`src/rtl/regfile_write_arbiter.sv`:
```
// Write-port arbiter for the 8x8 register file.
// Clears every register to INIT_VAL after reset, then shares the single registered
// write port between ALU writeback (port 0) and load writeback (port 1) round-robin.
module regfile_write_arbiter #(
    parameter int unsigned   DW       = 8,
    parameter int unsigned   AW       = 3,
    parameter int unsigned   NREG     = 8,
    parameter bit            R0_PROT  = 1'b1,
    parameter logic [DW-1:0] INIT_VAL = '0
) (
    input  logic          clk,
    input  logic          rst_n,
    input  logic          req0,
    input  logic [AW-1:0] addr0,
    input  logic [DW-1:0] data0,
    output logic          gnt0,
    input  logic          req1,
    input  logic [AW-1:0] addr1,
    input  logic [DW-1:0] data1,
    output logic          gnt1,
    output logic          regwrite,
    output logic [AW-1:0] wa,
    output logic [DW-1:0] wd,
    output logic          busy
);

    typedef enum logic {StInit, StRun} state_e;

    localparam logic [AW-1:0] LastAddr = AW'(NREG - 1);

    state_e        state_q, state_d;
    logic [AW-1:0] cnt_q, cnt_d;
    logic          last_q, last_d;      // port that won most recently; 1 so port 0 wins first
    logic          regwrite_q, regwrite_d;
    logic [AW-1:0] wa_q, wa_d;
    logic [DW-1:0] wd_q, wd_d;

    assign busy     = (state_q == StInit);
    assign gnt0     = !busy && req0 && (!req1 || last_q);
    assign gnt1     = !busy && req1 && (!req0 || !last_q);
    assign regwrite = regwrite_q;
    assign wa       = wa_q;
    assign wd       = wd_q;

    // Next-state: INIT sweeps the address space, RUN forwards the granted request.
    always_comb begin
        state_d    = state_q;
        cnt_d      = cnt_q;
        last_d     = last_q;
        regwrite_d = 1'b0;
        wa_d       = wa_q;
        wd_d       = wd_q;
        case (state_q)
            StInit: begin
                // r0 is cleared here regardless of R0_PROT
                regwrite_d = 1'b1;
                wa_d       = cnt_q;
                wd_d       = INIT_VAL;
                cnt_d      = cnt_q + AW'(1);
                if (cnt_q == LastAddr) begin
                    state_d = StRun;
                    cnt_d   = '0;
                end
            end
            StRun: begin
                if (gnt0) begin
                    regwrite_d = !(R0_PROT && (addr0 == '0));
                    wa_d       = addr0;
                    wd_d       = data0;
                    last_d     = 1'b0;
                end else if (gnt1) begin
                    regwrite_d = !(R0_PROT && (addr1 == '0));
                    wa_d       = addr1;
                    wd_d       = data1;
                    last_d     = 1'b1;
                end
            end
            default: begin
                state_d = StInit;
                cnt_d   = '0;
            end
        endcase
    end

    // State and registered write-port outputs.
    always_ff @(posedge clk or negedge rst_n) begin
        if (!rst_n) begin
            state_q    <= StInit;
            cnt_q      <= '0;
            last_q     <= 1'b1;
            regwrite_q <= 1'b0;
            wa_q       <= '0;
            wd_q       <= '0;
        end else begin
            state_q    <= state_d;
            cnt_q      <= cnt_d;
            last_q     <= last_d;
            regwrite_q <= regwrite_d;
            wa_q       <= wa_d;
            wd_q       <= wd_d;
        end
    end

endmodule
```
`config.mk`:
```
export PLATFORM = sky130hd
export DESIGN_NAME = regfile_write_arbiter
export DESIGN_NICKNAME = d
export VERILOG_FILES = /design/src/rtl/regfile_write_arbiter.sv
export SDC_FILE = /design/constraint.sdc
export NUM_CORES = 1
export LEC_CHECK = 0
export BUFFER_PORTS_ARGS = -buffer_cell sky130_fd_sc_hd__buf_2
export CAP_MARGIN = 10
export CELL_PAD_IN_SITES_DETAIL_PLACEMENT = 2
export CELL_PAD_IN_SITES_GLOBAL_PLACEMENT = 2
export CORE_MARGIN = 1
export CORE_UTILIZATION = 28
export DETAILED_ROUTE_END_ITERATION = 10
export MAX_ROUTING_LAYER = met4
export PLACE_DENSITY = 0.85
export SKIP_CTS_REPAIR_TIMING = 1
export SYNTH_ARGS = -nofsm -noshare
export SYNTH_HDL_FRONTEND = slang
export SYNTH_SLANG_ARGS = --single-unit
```
`constraint.sdc`:
```
create_clock -name clk -period 2.06 [get_ports clk]
set_input_delay 0.412 -clock clk [delete_from_list [all_inputs] [get_ports clk]]
set_output_delay 0.412 -clock clk [all_outputs]
set_load 0.03 [all_outputs]
```
Yosys cells after proc, flatten, opt, wreduce, memory -nomap -nowiden
Index checks and enable logic that the tools add are counted.

Word-level logic and storage cells: 39. Register bits after elaboration: 17. Input bits: 26. Output and inout port bits: 15.

Add/subtract/negate cells: 1. Reduce and logical (&&, ||, !) cells: 15. Equality and inequality tests: 2. Mux-type cells: 14. Bitwise gates (word level): 1.

Operators by type and width (count): $mux W8 (2); $pmux W8 S2 (1); $mux W3 (3); $logic_not A3 Y1 (2); $mux W1 (6); $pmux W3 S2 (1); $logic_not A1 Y1 (5); $logic_and A1 B1 Y1 (4); $add A3 B1 Y3 const B (1); $eq A3 B3 Y1 const B (1); $ne A3 B3 Y1 const B (1); $logic_or A1 B1 Y1 (2); $pmux W1 S2 (1); $reduce_and A2 Y1 (1); $reduce_bool A2 Y1 (1); $not A1 Y1 (1).

Depth between registers and ports, before layout
Gate-level depths: netlist (run 1).

Depth after elaboration: 6. Mapped depth: 6. Gate-level depth less buffers: 4.

Least setup slack after synthesis (run 1)
No wires, ideal clock.

Kind: flip-flop to output port. Start: register last_q. End: output gnt0. Path slack: 0.493 ns. Data arrival time: 1.155 ns. Stages on the path, launching flop included: 6. Path through: dfstp_2 > nor2b_4 > buf_6 > or2_4 > buf_12 > inv_6.

Cells in the longest elaborated chain, start to end: 2.

Ends and longest elaborated chain: from (decl) (RTL line 33) `logic last_q, last_d;`; from (signal assigned) (RTL line 97) `last_q <= last_d;`; $logic_or A1 B1 Y1 (RTL line 39) `assign gnt0 = !busy && req0 && (!req1 || last_q);`; $logic_and A1 B1 Y1 (RTL line 39); to (decl) (RTL line 16) `output logic gnt0,`.

Every way passes these cells.

Worst setup path in the final report (run 1)
Same ends and word-level chain as after synthesis.

==> results of run 1 <==
## metrics by stage
step | power, uW | setup slack [ns] | instance area, um^2
after floorplan | 537.4 | 0.4934 | 865.8
after global placement | 608.2 | 0.3958 | 1069
after detailed placement | 617.1 | 0.3646 | 1069
after CTS | 802.3 | 0.1074 | 1095
after global routing | 833.5 | 0.06351 | 1095
final | 794.7 | 0.1115 | 1095
## power breakdown
group          internal (uW)  total [uW]  switching (uW)
combinational           75.1         223             148
sequential               368         386            18.4
clock                   75.2         185             110
## logic make-up after synthesis
logic type	count (synthesis)
and+or+nand+nor	29
DFF	17
muxes	2
adders and majority gates	2
AOI/OAI and AO/OA	27
buffers and inverters	7
## sequential cells by signal, summed over array words and instances, names as in the netlist
name,count
wd,8
state_q,1
last_q,1
regwrite,1
wa,3
cnt_q,3
## final cells by class
class,instances,area (um^2),share of cell area
well taps,31,38.79,0.03543
inverters,2,12.51,0.01143
repair buffers,41,207.7,0.1897
clock buffers,4,26.28,0.02400
multi-input cells,60,382.9,0.3497
flip-flops and latches,17,426.7,0.3897
## worst paths after layout
| check | to | startpoint | slack, ns |
|---|---|---|---|
| worst max-delay path | gnt0 | last_q | 0.11 |
| worst min-delay path | wa[1] | rst_n | 0.03 |
| worst max register to register | wa[1] | last_q | 0.70 |
| worst min register to register | cnt_q[0] | cnt_q[0] | 0.54 |
| max in group asynchronous | last_q | rst_n | 1.70 |
| min in group clk | last_q | req0 | 0.35 |
## worst reg2reg max path: stages, from the launching register on
cell,delay [ns]
dfstp_2,0.59
nand2_1,0.08
and3_2,0.24
a221o_1,0.35
## cell usage after synthesis (2+ instances only)
library cell	instances
o2bb2ai_1	3
nand2_1	5
a211oi_1	8
nor3_1	9
or2_2	2
o21ai_0	9
dfrtp_1	16
ha_1	2
mux2_2	2
nor2_1	9
clkbuf_1	2
a221o_1	3
## layer usage
layer	track usage	share of wire	up-vias
met4	0.06272	0.011	0
met1	0.2450	0.46	405
li1	-	-	392
met3	0.02009	0.030	2
met5	-	0	-
met2	0.3040	0.50	17
==> flow_metrics.py, run 1 <==
metrics = {
    "die": {
        "ios": 41,
        "coreArea_um2": 2853,
        "die-area_um2": 3319,
        "start_util": 0.3035,
        "fp.dieH_um": 57.61,
        "die_w_um": 57.61,
        "rows": 19,
    },
    "route": {
        "ant_nets": 0,
        "vias": 816,
        "first_pass_iters": 7,
        "drtIter0Drc": 13,
        "wl_per_cell_um": 17.63,
        "routed_wl_um": 2733,
        "drc": 2,
        "vias_per_cell": 5.265,
    },
    "yosys": {
        "synth_compound_area_frac": 0.2182,
        "yosysWarnings": 0,
        "yosysTopAreaCell": "dfrtp_1",
        "synth_xor_xnor_area_share": 0,
        "synth_edf_count": 0,
        "syn_avg_cell_area_um2": 10.31,
        "synth_seq_area_share": 0.4928,
        "yosys_most_used_dff": "dfrtp_1",
        "synth_nets": 112,
        "synth_cell_type_count": 26,
        "ys_ff_latch": 17,
        "synthSimpleGateAreaFrac": 0.1691,
        "syn_inst": 84,
        "synth_fa_ha_area_frac": 0.02890,
        "syn_area_um2": 865.8,
        "synthArstFlopShare": 1.000,
        "yosys.area.top_type_share": 0.4624,
        "synthTopCellsByArea": "dfrtp_1, a211oi_1, nor3_1, o21ai_0, nor2_1",
        "synthMuxAreaShare": 0.02601,
        "synth_top_family_by_area": "compound AO/OA/AOI/OAI gates",
    },
    "sta": {
        "period_needed_ns": 1.948,
        "whs_ns": 0.03228,
        "fin_setup_tns_ns": 0,
        "final.period_utilization": 0.9459,
        "slew_headroom": 0.6392,
        "final_max_slew_viol_count": 0,
        "worstMarginPinSlew_ns": 0.5392,
        "fmax_mhz": 513.2,
        "finClkSkew_ns": 0.002716,
        "rsz0062_at_grt": "no",
        "setup-violations-final": 0,
        "finalHoldViolCount": 0,
    },
    "cells_and_area": {
        "layout_commonest_cell": "buf_2",
        "layout_common_cells": "buf_2, dfrtp_1, nor3_1, nor2_1, o21ai_0",
        "drive_above_1_share": 0.4355,
        "n_antenna_cell": 0,
        "final_core_util": 0.3838,
        "n_fill_cell": 314,
        "syn_to_final_growth_pct": 26.45,
        "layout.cells.non_filler": 155,
        "fin_nets": 153,
    },
    "worst_setup_path": {
        "cp_max_fo": 10,
        "critPathLaunchType": "register",
        "worst_path_largest_cell_delay_ns": 0.59,
        "cp_num_buf_inv": 2,
        "crit_family": "flip-flops",
        "worst-setup-path-type": "register to output pin",
        "r2r_cells": 3,
        "required_ns": 1.65,
        "cp_num_cells": 4,
        "cp-end-kind": "output pin",
        "cp_cell_sequence": "nor2b_4 > or2_4 > inv_6 > buf_2",
        "critPathSlowestCell": "dfstp_2",
        "cp.arrival_ns": 1.54,
    },
    "status": {
        "status": "complete, but fails checks",
        "failed_checks": "design-rule violations",
    },
    "clock_tree": {
        "cts_tree": "yes",
        "root_buffer": "clkbuf_4",
        "htreeDepth": 1,
        "clock_sinks": 17,
        "clk_pin_slew_ns": 0.10,
        "numCtsBuffers": 3,
        "clock_latency_ns": 0.29,
        "clk_path_buf_depth": 2,
    },
    "power": {
        "p_leak_uw": 0.0005362,
        "peakVddDrop_uv": 267.1,
        "p_per_area_nw_per_um2": 725.9,
    },
    "global_routing": {
        "first_global_vias": 898,
        "grt.overflow.total": 0,
        "grt_max_degree": 21,
        "grt_first_pass_wirelength_um": 4491,
        "grtUsageTotal": 0.1875,
        "antenna_found_initial": 0,
    },
    "run": {
        "cap_violations": 0,
    },
    "place": {
        "numPlacedInstances": 151,
        "post-dp-hpwl_um": 2048,
        "gp_congestion": 0.7322,
        "port_buffers": 40,
    },
    "hold_path": {
        "hp-class": "input port to async pin",
    },
}
Power figures use the tool's default switching activity.
==> run 2, diff against run 1 <==
--- a/config.mk
+++ b/config.mk
@@ -10,10 +10,10 @@
 export CELL_PAD_IN_SITES_DETAIL_PLACEMENT = 2
 export CELL_PAD_IN_SITES_GLOBAL_PLACEMENT = 2
 export CORE_MARGIN = 1
-export CORE_UTILIZATION = 28
+export CORE_UTILIZATION = 23
 export DETAILED_ROUTE_END_ITERATION = 10
 export MAX_ROUTING_LAYER = met4
-export PLACE_DENSITY = 0.85
+export PLACE_DENSITY = 0.75
 export SKIP_CTS_REPAIR_TIMING = 1
 export SYNTH_ARGS = -nofsm -noshare
 export SYNTH_HDL_FRONTEND = slang
==> constraint.sdc (replaced) <==
create_clock -name clk -period 1.65 [get_ports clk]
set_input_delay 0.33 -clock clk [delete_from_list [all_inputs] [get_ports clk]]
set_output_delay 0.33 -clock clk [all_outputs]
set_load 0.03 [all_outputs]
==> run 2 against run 1 <==
Against the previous run: the run ends with negative hold slack, negative setup slack left; register-to-register slack worse by 0.53 ns; final cell count up 15%; largest cell class unchanged; largest power group unchanged; flip-flop and latch count unchanged.
==> flow_metrics.py, run 2 (synthesized netlist as in run 1, its figures left out) <==
metrics = {
    "power": {
        "p_leak_uw": 0.0005832,
        "netSwitchingFraction": 0.3329,
        "p_clk_frac": 0.290,
        "p_sw_uw": 370.0,
        "peakVddDrop_uv": 262.0,
        "p_seq_frac": 0.436,
        "power_uw": 1112,
        "p_per_area_nw_per_um2": 921.6,
        "p_int_uw": 741.6,
        "p_comb_frac": 0.274,
    },
    "hold_path": {
        "hp-class": "input port to async pin",
    },
    "sta": {
        "setup-violations-final": 1,
        "setup_slack_ns": -0.04755,
        "worstMarginPinSlew_ns": 0.4143,
        "whs_ns": -0.006275,
        "rsz0062_at_grt": "yes",
        "finalHoldViolCount": 9,
        "final_max_slew_viol_count": 0,
        "finClkSkew_ns": 0.003345,
        "slew_headroom": 0.7238,
        "period_needed_ns": 1.698,
        "fmax_mhz": 589.1,
        "final.period_utilization": 1.029,
    },
    "cells_and_area": {
        "n_antenna_cell": 0,
        "n_fill_cell": 409,
        "fin_nets": 161,
        "syn_to_final_growth_pct": 39.31,
        "layout.cells.non_filler": 178,
        "drive_above_1_share": 0.4773,
        "layout_common_cells": "buf_2, dfrtp_1, buf_4",
        "layout_commonest_cell": "buf_2",
        "largest_reg_flops": 8,
    },
    "clock_tree": {
        "numCtsBuffers": 3,
        "clk_path_buf_depth": 2,
        "root_buffer": "clkbuf_8",
        "clock_sinks": 17,
        "htreeDepth": 1,
        "clock_latency_ns": 0.26,
        "cts_tree": "yes",
        "clk_pin_slew_ns": 0.07,
    },
    "worst_setup_path": {
        "cp_max_fo": 4,
        "critPathLaunchType": "register",
        "critPathSlowestCell": "dfstp_2",
        "cp-end-kind": "output pin",
        "worst_path_largest_cell_delay_ns": 0.59,
        "cp_cell_sequence": "nor2b_4 > or2_4 > clkinv_4 > buf_6",
        "cp.arrival_ns": 1.37,
        "worst-setup-path-type": "register to output pin",
        "required_ns": 1.32,
    },
    "route": {
        "first_pass_iters": 4,
        "ant_nets": 0,
        "routed.top_layer": "met4",
        "vias": 863,
        "wl_met2_um": 1683,
        "wl_met1_um": 1272,
        "vias_per_cell": 4.848,
        "drc": 0,
        "wl_per_cell_um": 17.15,
        "drtIter0Drc": 14,
        "dr_wl_met3_um": 46,
        "routed_wl_um": 3052,
    },
    "die": {
        "fp.dieH_um": 63.36,
        "start_util": 0.2496,
        "rows": 21,
        "die-area_um2": 4014,
        "ios": 41,
        "die_w_um": 63.36,
        "coreArea_um2": 3468,
    },
    "place": {
        "numPlacedInstances": 169,
        "port_buffers": 40,
        "gp_congestion": 0.7383,
        "place_ws_ns": 0.1073,
        "post-dp-hpwl_um": 2205,
    },
    "status": {
        "status": "complete, but fails checks",
        "failed_checks": "negative hold slack, negative setup slack",
    },
    "global_routing": {
        "grt_first_pass_wirelength_um": 4602,
        "antenna_found_initial": 0,
        "grt_max_degree": 18,
        "grt.overflow.total": 0,
        "grtUsageTotal": 0.1554,
        "first_global_vias": 953,
    },
    "run": {
        "cap_violations": 0,
    },
}
[run 2: cell count changes in the layout (fill, tap and decap cells not counted), sizes merged]
cell / change
buf: +8
inv: -1
clkinv: +1
[run 2: area by class of cell]
cell class | instances | area (um^2) | area share
flip-flops and latches | 17 | 427.9 | 0.3548
multi-input cells | 60 | 386.6 | 0.3205
repair buffers | 49 | 276.5 | 0.2293
clock buffers | 4 | 45.04 | 0.03734
inverters | 2 | 12.51 | 0.01037
well taps | 46 | 57.56 | 0.04772
[run 2: path summary, 6_finish.rpt]
path / startpoint / to / slack [ns] / depth (start not counted)
worst min-delay path: rst_n / wa[2] / -0.006 / 1
max in group asynchronous: rst_n / last_q / 1.33 / 1
worst max-delay path: last_q / gnt0 / -0.05 / 4
worst max register to register: last_q / wd[6] / 0.17 / 4
min in group clk: addr0[1] / wa[1] / 0.33 / 2
worst min register to register: cnt_q[0] / cnt_q[0] / 0.54 / 1
[run 2: through the flow]
stage	utilization	setup TNS, ns	area, um^2
final	0.3478	-0.04755	1206
after global routing	0.3478	-0.09378	1206
after CTS	0.3330	-0.2963	1155
after detailed placement	0.3200	0	1110
after global placement	0.3200	0	1110
after floorplan	-	0	865.8
[run 2: power by group through the flow]
stage	clock network, uW	logic, uW	registers (uW)
3_5_place_dp	0	285	492
5_1_grt	353	325	488
3_3_place_gp	0	276	490
2_1_floorplan	0	108	563
4_1_cts	336	288	484
6_report	323	304	485
[run 2: worst max-delay path, delay by kind of cell (launching register included)]
kind          cells  cell delay [ns]
flops             1             0.59
buf+inv           2             0.18
simple gates      2             0.33
[run 2: routing by layer]
| metal | up-vias | track usage |
|---|---|---|
| li1 | 402 | - |
| met1 | 441 | 0.1815 |
| met2 | 15 | 0.2686 |
| met3 | 5 | 0.01268 |
| met4 | 0 | 0.07102 |
| met5 | - | - |
==> run 3, diff against run 2 <==
--- a/config.mk
+++ b/config.mk
@@ -7,14 +7,16 @@
 export LEC_CHECK = 0
 export BUFFER_PORTS_ARGS = -buffer_cell sky130_fd_sc_hd__buf_2
 export CAP_MARGIN = 10
-export CELL_PAD_IN_SITES_DETAIL_PLACEMENT = 2
-export CELL_PAD_IN_SITES_GLOBAL_PLACEMENT = 2
+export CELL_PAD_IN_SITES_DETAIL_PLACEMENT = 1
+export CELL_PAD_IN_SITES_GLOBAL_PLACEMENT = 1
+export CORE_ASPECT_RATIO = 0.8
 export CORE_MARGIN = 1
-export CORE_UTILIZATION = 23
+export CORE_UTILIZATION = 29
 export DETAILED_ROUTE_END_ITERATION = 10
 export MAX_ROUTING_LAYER = met4
-export PLACE_DENSITY = 0.75
+export PLACE_DENSITY = 0.74
 export SKIP_CTS_REPAIR_TIMING = 1
+export SLEW_MARGIN = 5
 export SYNTH_ARGS = -nofsm -noshare
 export SYNTH_HDL_FRONTEND = slang
 export SYNTH_SLANG_ARGS = --single-unit
==> run 3 against run 2 <==
Against the previous run: the run ends with negative hold slack left; global-route usage is 2.6 points higher; sequential power is 0.8% lower; final cell count is 5.1% lower; clock-buffer cell count is 1 lower; critical path depth stayed put; maximum frequency is 3.1% higher; final area is 0.62% lower; non-clock buffer count is 1 lower; flip-flop and latch count stayed put; setup slack better by 0.051 ns; wire length is 16% lower; largest power group unchanged.
==> flow_metrics.py, run 3 (synthesized netlist as in run 1, its figures left out) <==
metrics = {
    "status": {
        "status": "complete, but fails checks",
        "failed_checks": "negative hold slack",
    },
    "cells_and_area": {
        "fin_nets": 160,
        "layout_common_cells": "buf_2, dfrtp_1, nor3_1, nor2_1, o21ai_0",
        "n_antenna_cell": 0,
        "final_core_util": 0.4302,
        "layout.cells.non_filler": 169,
        "layout_commonest_cell": "buf_2",
        "drive_above_1_share": 0.4809,
        "largest_reg_flops": 8,
        "syn_to_final_growth_pct": 38.44,
    },
    "sta": {
        "final.period_utilization": 0.9978,
        "fin_setup_tns_ns": 0,
        "setup-violations-final": 0,
        "finalHoldViolCount": 2,
        "whs_ns": -0.001818,
        "rsz0062_at_grt": "yes",
        "slew_headroom": 0.7241,
        "period_needed_ns": 1.646,
        "worstMarginPinSlew_ns": 0.4138,
        "fmax_mhz": 607.4,
        "finClkSkew_ns": 0.003233,
        "final_max_slew_viol_count": 0,
    },
    "die": {
        "coreArea_um2": 2786,
        "start_util": 0.3107,
        "fp.dieH_um": 50.87,
        "rows": 17,
        "ios": 41,
        "die-area_um2": 3209,
        "die_w_um": 63.09,
    },
    "clock_tree": {
        "clock_latency_ns": 0.25,
        "numCtsBuffers": 3,
        "htreeDepth": 1,
        "cts_tree": "yes",
        "root_buffer": "clkbuf_8",
        "clk_path_buf_depth": 2,
        "clk_pin_slew_ns": 0.07,
        "clock_sinks": 17,
    },
    "route": {
        "first_pass_iters": 6,
        "wl_met1_um": 1176,
        "drtIter0Drc": 25,
        "vias_per_cell": 5.107,
        "ant_nets": 0,
        "routed.top_layer": "met4",
        "drc": 0,
        "wl_per_cell_um": 15.10,
        "wl_met2_um": 1185,
        "dr_wl_met3_um": 140,
        "routed_wl_um": 2552,
        "vias": 863,
    },
    "global_routing": {
        "grt.overflow.total": 0,
        "first_global_vias": 920,
        "antenna_found_initial": 0,
        "grtUsageTotal": 0.1809,
        "grt_first_pass_wirelength_um": 4229,
        "grt_max_degree": 21,
    },
    "worst_setup_path": {
        "worst-setup-path-type": "register to output pin",
        "worst_path_largest_cell_delay_ns": 0.57,
        "cp.arrival_ns": 1.32,
        "cp-end-kind": "output pin",
        "cp_cell_sequence": "nor2b_4 > or2_4 > clkinv_4 > buf_6",
        "required_ns": 1.32,
        "cp_max_fo": 3,
        "critPathSlowestCell": "dfstp_2",
        "critPathLaunchType": "register",
    },
    "hold_path": {
        "hp-class": "input port to async pin",
    },
    "run": {
        "cap_violations": 0,
    },
    "place": {
        "numPlacedInstances": 160,
        "port_buffers": 40,
        "gp_congestion": 0.7045,
        "post-dp-hpwl_um": 1830,
    },
    "power": {
        "power_uw": 1110,
        "p_leak_uw": 0.0005862,
        "peakVddDrop_uv": 441.6,
        "p_per_area_nw_per_um2": 926.1,
    },
}
[run 3: cell types whose count changed in the layout (fill, tap and decap cells not counted)]
| cell | previous run | this run |
|---|---|---|
| buf_4 | 10 | 7 |
| clkinv_2 | 0 | 1 |
| dfrtp_2 | 1 | 0 |
| nand2_1 | 5 | 4 |
| clkbuf_1 | 1 | 0 |
| dfrtp_1 | 15 | 16 |
| buf_6 | 1 | 3 |
| nand2_2 | 1 | 2 |
[run 3: power by group]
part           internal, uW  switching (uW)
sequential              459            21.6
clock                   168             153
combinational           121             188
total                   748             362
[run 3: through the flow]
step / setup WS [ns] / cell area, um^2
floorplan: 0.1654 / 865.8
global placement: 0.1390 / 1092
detailed placement: 0.1237 / 1092
CTS: -0.1538 / 1139
global route: -0.03418 / 1199
finish: 0.003711 / 1199
[run 3: worst max-delay path: cells and delay by family, from the launching register on]
kind,cells,cell delay [ns]
flops,1,0.57
buf+inv,2,0.18
simple gates,2,0.32
[run 3: layer usage]
metal  vias to the layer above  track usage
met5                         -            -
met4                         0      0.08140
met3                         4      0.05134
met2                        32       0.2885
met1                       422       0.2139
li1                        405            -
[run 3: worst paths after layout]
path                                from        to  slack [ns]  cells past startpoint
worst max-delay path              last_q      gnt0       0.004                      4
worst min-delay path               rst_n     wd[1]      -0.002                      1
worst max register to register    last_q     wa[1]        0.13                      5
worst min register to register  cnt_q[0]  cnt_q[0]        0.55                      1
max in group asynchronous          rst_n    last_q        1.33                      1
min in group clk                    req0    last_q        0.33                      2
[run 3: layout make-up]
type / instances / area, um^2
Inverter: 2 / 12.51
Multi-Input combinational cell: 60 / 389.1
Sequential cell: 17 / 426.7
Clock inverter: 1 / 5.005
Fill cell: 334 / 1588
Clock buffer: 3 / 41.29
Tap cell: 38 / 47.55
Timing Repair Buffer: 48 / 276.5
